File: src/rtl/pwm_capture_pkg.sv
// Shared PWM definitions used by both the generator and the capture block.
package pwm_capture_pkg;
   localparam int PWM_RESOLUTION = 8;
endpackage

File: src/rtl/pwm_capture_if.sv
// Measurement results bundle: capture block drives it, consumers read it.
interface pwm_capture_if
   import pwm_capture_pkg::*;
#(
   parameter int RESOLUTION = PWM_RESOLUTION
);
   logic [RESOLUTION-1:0] o_top;
   logic [RESOLUTION:0]   o_compare;
   logic                  o_valid;
   logic                  o_steady;

   modport master (
      output o_top,
      output o_compare,
      output o_valid,
      output o_steady
   );

   modport slave (
      input o_top,
      input o_compare,
      input o_valid,
      input o_steady
   );
endinterface

File: src/rtl/pwm_capture_sync_2ff.sv
// Two-flop synchronizer for a single asynchronous input bit.
module sync_2ff (
   input  logic i_clk,
   input  logic i_rst,
   input  logic i_d,
   output logic o_q
);
   logic meta;

   always_ff @(posedge i_clk or posedge i_rst) begin
      if (i_rst) begin
         meta <= 1'b0;
         o_q  <= 1'b0;
      end else begin
         meta <= i_d;
         o_q  <= meta;
      end
   end
endmodule

File: src/rtl/pwm_capture.sv
// Measures period and high time of an incoming PWM waveform,
// reporting a saturated result when the input stops toggling.
module pwm_capture
   import pwm_capture_pkg::*;
#(
   parameter int RESOLUTION = PWM_RESOLUTION
) (
   input  logic          i_clk,
   input  logic          i_rst,
   input  logic          i_pwm,
   pwm_capture_if.master cap
);
   localparam int CW = RESOLUTION + 1;
   localparam logic [CW-1:0] FULL = {1'b1, {RESOLUTION{1'b0}}};

   typedef enum logic [1:0] {
      WAIT_EDGE,
      MEASURE,
      STEADY
   } state_t;

   state_t state, state_nx;

   logic pwm_s, pwm_q, rise;
   logic [CW-1:0] per_cnt, hi_cnt;

   logic [RESOLUTION-1:0] top_q, top_nx;
   logic [CW-1:0]         cmp_q, cmp_nx;
   logic                  valid_q, valid_nx;
   logic                  steady_q, steady_nx;

   sync_2ff u_sync (
      .i_clk (i_clk),
      .i_rst (i_rst),
      .i_d   (i_pwm),
      .o_q   (pwm_s)
   );

   assign rise = pwm_s & ~pwm_q;

   always_ff @(posedge i_clk or posedge i_rst) begin
      if (i_rst) begin
         pwm_q <= 1'b0;
      end else begin
         pwm_q <= pwm_s;
      end
   end

   // counters include the rise cycle itself and stop at full scale
   always_ff @(posedge i_clk or posedge i_rst) begin
      if (i_rst) begin
         per_cnt <= '0;
         hi_cnt  <= '0;
      end else if (rise) begin
         per_cnt <= CW'(1);
         hi_cnt  <= CW'(1);
      end else begin
         if (per_cnt != FULL)
            per_cnt <= per_cnt + 1'b1;
         if (pwm_s && hi_cnt != FULL)
            hi_cnt <= hi_cnt + 1'b1;
      end
   end

   always_comb begin
      state_nx  = state;
      top_nx    = top_q;
      cmp_nx    = cmp_q;
      valid_nx  = 1'b0;
      steady_nx = steady_q;
      unique case (state)
         WAIT_EDGE: begin
            if (rise)
               state_nx = MEASURE;
         end
         MEASURE: begin
            if (rise) begin
               top_nx   = RESOLUTION'(per_cnt - 1'b1);
               cmp_nx   = hi_cnt;
               valid_nx = 1'b1;
            end else if (per_cnt == FULL) begin
               state_nx  = STEADY;
               top_nx    = '1;
               cmp_nx    = pwm_s ? FULL : '0;
               valid_nx  = 1'b1;
               steady_nx = 1'b1;
            end
         end
         STEADY: begin
            if (rise) begin
               state_nx  = MEASURE;
               steady_nx = 1'b0;
            end
         end
         default: state_nx = WAIT_EDGE;
      endcase
   end

   always_ff @(posedge i_clk or posedge i_rst) begin
      if (i_rst) begin
         state    <= WAIT_EDGE;
         top_q    <= '0;
         cmp_q    <= '0;
         valid_q  <= 1'b0;
         steady_q <= 1'b0;
      end else begin
         state    <= state_nx;
         top_q    <= top_nx;
         cmp_q    <= cmp_nx;
         valid_q  <= valid_nx;
         steady_q <= steady_nx;
      end
   end

   assign cap.o_top     = top_q;
   assign cap.o_compare = cmp_q;
   assign cap.o_valid   = valid_q;
   assign cap.o_steady  = steady_q;
endmodule

File: src/flat_wrapper.sv
// flat-port wrapper written by rule: the top's interface ports become plain ports
module pwm_capture_flat import pwm_capture_pkg::*;
#(
   parameter int RESOLUTION = PWM_RESOLUTION
)
  (i_clk, i_rst, i_pwm, cap_o_top, cap_o_compare, cap_o_valid, cap_o_steady);
  pwm_capture_if #(.RESOLUTION(RESOLUTION)) cap_i ();
  input  logic i_clk;
  input  logic i_rst;
  input  logic i_pwm;
  output wire logic [$bits(cap_i.o_top)-1:0] cap_o_top;
  output wire logic [$bits(cap_i.o_compare)-1:0] cap_o_compare;
  output wire logic [$bits(cap_i.o_valid)-1:0] cap_o_valid;
  output wire logic [$bits(cap_i.o_steady)-1:0] cap_o_steady;
  assign cap_o_top = cap_i.o_top;
  assign cap_o_compare = cap_i.o_compare;
  assign cap_o_valid = cap_i.o_valid;
  assign cap_o_steady = cap_i.o_steady;
  pwm_capture #(.RESOLUTION(RESOLUTION)) u_core (.i_clk(i_clk), .i_rst(i_rst), .i_pwm(i_pwm), .cap(cap_i));
endmodule
File: config.mk
export PLATFORM = sky130hd
export DESIGN_NAME = pwm_capture_flat
export DESIGN_NICKNAME = d
export VERILOG_FILES = /design/src/rtl/pwm_capture_pkg.sv /design/src/rtl/pwm_capture_if.sv /design/src/rtl/pwm_capture_sync_2ff.sv /design/src/rtl/pwm_capture.sv /design/src/flat_wrapper.sv
export SDC_FILE = /design/constraint.sdc
export NUM_CORES = 1
export LEC_CHECK = 0
export ABC_AREA = 1
export BUFFER_PORTS_ARGS = -buffer_cell sky130_fd_sc_hd__buf_2
export CORE_MARGIN = 2
export CORE_UTILIZATION = 60
export DETAILED_ROUTE_END_ITERATION = 8
export GPL_TIMING_DRIVEN = 0
export MAX_ROUTING_LAYER = met4
export PLACE_DENSITY = 0.81
export SETUP_SLACK_MARGIN = 0.02
export SYNTH_ARGS = -nofsm -noshare
export SYNTH_HDL_FRONTEND = slang
export SYNTH_SLANG_ARGS = --single-unit
export TNS_END_PERCENT = 50
File: constraint.sdc
create_clock -name i_clk -period 5.2 [get_ports i_clk]
set_clock_uncertainty 0.2 [all_clocks]
set_input_delay 1.04 -clock i_clk [delete_from_list [all_inputs] [get_ports i_clk]]
set_output_delay 1.04 -clock i_clk [all_outputs]
set_load 0.02 [all_outputs]
---- After elaboration in Yosys (flattened, before gate mapping) ----
Cells that the tools add are included.
word-level totals
  flip-flop bits (word level) ............. 42
  output and inout port bits .............. 19
  input port bits ......................... 3
  word-level logic and storage cells ...... 54
cells by class
  eq/ne operators ......................... 9
  bitwise logic cells ..................... 2
  mux-type cells .......................... 20
  add/sub/neg operators ................... 3
  reductions and logical operators ........ 10
operators by type and width
  operator               count
  $mux W9                7
  $add A9 B1 Y9 const B  2
  $ne A9 B9 Y1 const B   2
  $mux W8                2
  $eq A9 B9 Y1 const B   1
  $reduce_bool A2 Y1     4
  $sub A8 B1 Y8 const B  1
  $mux W1                6
  $mux W2                3
  $ne A2 B1 Y1 const B   3
  $pmux W2 S2            1
  $reduce_and A4 Y1      1
  $reduce_and A3 Y1      1
  $eq A2 B1 Y1 const B   1
  $eq A2 B2 Y1 const B   1
  $logic_not A2 Y1       1
  $ne A2 B2 Y1 const B   1
  $pmux W1 S2            1
  $reduce_and A2 Y1      1
  $reduce_or A2 Y1       1
  $and A1 B1 Y1          1
  $logic_and A1 B1 Y1    1
  $not A1 Y1             1

---- Longest topological paths before layout ----
  depth after elaboration ................. 4
  mapped depth ............................ 10
  gate-level depth less buffers ........... 10

---- Hierarchy ----
A second synthesis with hierarchy kept.
second synthesis, totals
  cells, all modules ...................... 268
  area, all modules ....................... 2115.8 µm²
by module, submodules not included
  module       cells each  instances  sequential area each (µm²)  area each (µm²)
  pwm_capture  265         1          1001.0                      2062.0
  sync_2ff     3           1          50.0                        53.8

---- Worst setup path before layout ----
OpenSTA, ideal clock, no wires.
  path kind ............................... register -> output
  start ................................... register u_core.cmp_q[0], in the netlist u_core.cap.o_compare[0]
  end ..................................... output port cap_o_compare[0]
  data required time ...................... 3.960 ns
  stages on the path, launching flop included .. 1
  path buffers ............................ 0
  slack ................................... 3.535 ns
  data arrival time ....................... 0.425 ns
  cells stage by stage .................... dfrtp_1
RTL lines
  item                    RTL line            text
  start, declared         pwm_capture.sv:28   logic [CW-1:0] cmp_q, cmp_nx;
  start signal, assigned  pwm_capture.sv:109  cmp_q <= cmp_nx;
  end, declared           flat_wrapper.sv:12  output wire logic [$bits(cap_i.o_compare)-1:0] cap_o_compare;
No word-level cell between the ends.

---- Worst setup path in the final report ----
  start ................................... register u_core.cmp_q[2], in the netlist u_core.cap.o_compare[2]
  end ..................................... output port cap_o_compare[2]
No word-level cell between the ends.

==> impl_metrics.tcl <==
set metrics [dict create \
    max_stage_delay_ns 0.41 \
    synth_area_leaders "dfrtp_1 (49%), nand2_1 (16%), inv_1 (5.3%), nor2_1 (4.8%), nand3_1 (4.2%)" \
    setup_viol 0 \
    path_depth 1 \
    h-tree-depth 2 \
    place_ws_ns 3.19 \
    rr_worst_depth 10 \
    power_density_nw_per_um2 396 \
    timing.critical_path.buf_inv 1 \
    grt_max_degree 43 \
    relSlewSlack_pct 44.7 \
    fill_cells 278 \
    routed-wl-met3_um 244 \
    portBuffers 21 \
    timing.final.crit_period_ns 2.17 \
    cts-resized-gates 0 \
    leakage_nw 1.27 \
    hp-class "register to register" \
    clockRootBuffer "clkbuf_4" \
    crit_arrival_ns 0.93 \
    rsz0062_at_grt "false" \
    clk_pin_slew_ns 0.13 \
    first_pass_iters 5 \
    synth-seq-area-share_pct 49.4 \
    synth_warnings 0 \
    post_cts_buffers 0 \
    overflow 0 \
    drtIter0Drc 161 \
    whs_ns 0.167 \
    ys_types 24 \
    grt_usage_pct 24.3 \
    place.gp.congestion 0.893 \
    ys_ff_latch 42 \
    drt-total-wl_mm 4.08 \
    netlist_area_um2 2130 \
    pin_count 22 \
    fin_cells 345 \
    post-route-util_pct 71.2 \
    dp_hpwl_mm 2.86 \
    dpl.cell_count 337 \
    p_total_mw 0.949 \
    die_area_um2 4030 \
    die_h_um 63.5 \
    maxCapViolCount 0 \
    crit_fanout 2 \
    synth_top_area_share_pct 49.4 \
    cp_slowest_cell "dfrtp_1" \
    cts_buffers 5 \
    fin_ws_ns 3.03 \
    setup.worst_path.class "register to output port" \
    drv_slew 0 \
    worst_pin_slew_ns 0.829 \
    period_share_pct 41.7 \
    clock_path_buffers 2 \
    fin_nets 306 \
    route.detailed.drc 0 \
    wl_per_cell_um 11.8 \
    n_antenna_cell 0 \
    hold_viol 0 \
    drive_above_1_share_pct 18.4 \
    yosysTopAreaCell "dfrtp_1" \
    top_layer "met4" \
    required_ns 3.96 \
    core_area_um2 3360 \
    grt_pass1_vias 1637 \
    crit_chain "buf_2" \
    clk_latency_ns 0.36 \
    cp-end-kind "output port" \
    avgViaCountPerCell 5.12 \
    synth_cells 270 \
    cts_tree "built" \
    drt-met1-wl_mm 2.06 \
    ant_nets 0 \
    path_delay_family "flip-flops" \
    ir_worst_vdd_uv 221 \
    hold_depth 0 \
    fmax_mhz 461 \
    die_width_um 63.5 \
    syn-mean-instance-area_um2 7.87 \
    startpoint_type "register" \
    start_util_pct 63.2 \
    route.vias.total 1765 \
    status "complete, no violations" \
    postCtsHoldBufs 0 \
    post-route-cell-area_um2 2390 \
    cts_sinks 42 \
    finalSetupTns_ns 0 \
    synth_nets 278 \
    core.rowCount 21 \
    grt_antenna_before_repair 0 \
    place_area_um2 2290 \
    area_delta_synth_final_pct 12.7 \
    grt_pass1_wl_mm 7.41 \
    wl_met2_mm 1.71 \
]
==> layout make-up <==
class                           count  area, µm²  area share, %
Clock buffer                        5       37.5           1.57
Tap cell                           46       57.6           2.40
Buffer                              3       21.3          0.888
Multi-Input combinational cell    189        918           38.3
Sequential cell                    42       1050           43.9
Timing Repair Buffer               21        105           4.39
Inverter                           36        135           5.64
Clock inverter                      3       68.8           2.87
==> report_power, final <==
part           switching, mW  leakage, nW  internal (mW)
registers             0.0426        0.541          0.375
logic                  0.178        0.673         0.0917
clock network          0.111       0.0554          0.150
==> sequential cells by signal, summed over array words and instances, names as in the netlist <==
register,count
u_core.cap.o_steady,1
u_core.u_sync.o_q,1
u_core.cap.o_compare,9
u_core.per_cnt,9
u_core.state,2
u_core.cap.o_valid,1
u_core.u_sync.meta,1
u_core.cap.o_top,8
u_core.pwm_q,1
u_core.hi_cnt,9
==> worst paths after layout <==
kind	start	slack [ns]	endpoint
min reg2reg	u_core.u_sync.meta$_DFF_PP0_	0.17	u_core.u_sync.o_q$_DFF_PP0_
max in group asynchronous	i_rst	3.64	u_core.per_cnt[7]$_DFFE_PP0P_
min in group asynchronous	i_rst	0.62	u_core.hi_cnt[3]$_DFFE_PP0P_
min	u_core.u_sync.meta$_DFF_PP0_	0.17	u_core.u_sync.o_q$_DFF_PP0_
max reg2reg	u_core.hi_cnt[0]$_DFFE_PP0P_	3.26	u_core.hi_cnt[6]$_DFFE_PP0P_
max	u_core.cap.o_compare[2]$_DFFE_PP0P_	3.03	cap_o_compare[2]
==> cells in the final DEF (no fill, tap or decap), types with 2 or more instances in the layout <==
master	instances
a21oi_1	4
buf_2	23
nand3_1	18
nor3_1	2
inv_1	29
dfrtp_1	42
nand2_1	90
a21oi_2	3
nor2_1	27
inv_2	7
bufinv_16	2
ha_1	5
nand4_1	6
clkbuf_4	5
nand2_4	3
o21ai_2	3
nor2_2	3
nand2_2	2
xor2_1	2
nor2_4	2
o21ai_0	15
==> cells in the mapped netlist, drive strengths merged <==
master	instances
nand2	95
o31ai	1
ha	5
buf	3
dfrtp	42
nor2	32
nor3	2
inv	36
o21ai	19
o22ai	1
a21oi	7
nand4	6
nand3	18
xor2	2
nand3b	1
==> per-layer routing <==
| metal | GRT usage [%] | vias up |
|---|---|---|
| met2 | 35.3 | 48 |
| met3 | 4.82 | 7 |
| met4 | 8.15 | 0 |
| li1 | - | 901 |
| met5 | - | - |
| met1 | 34.4 | 809 |
==> kinds of logic (layout without fill, tap and decap cells) <==
logic type / after synthesis / count (layout) / synth area share (%)
xor gates and xnor gates: 2 / 2 / 0.824
DFF: 42 / 42 / 49.4
buffers and inverters: 39 / 68 / 7.36
adders and majority gates: 5 / 5 / 2.94
AOI/OAI and AO/OA: 28 / 28 / 7.83
and+or+nand+nor: 154 / 154 / 31.6
(Power assumes the default switching activity.)
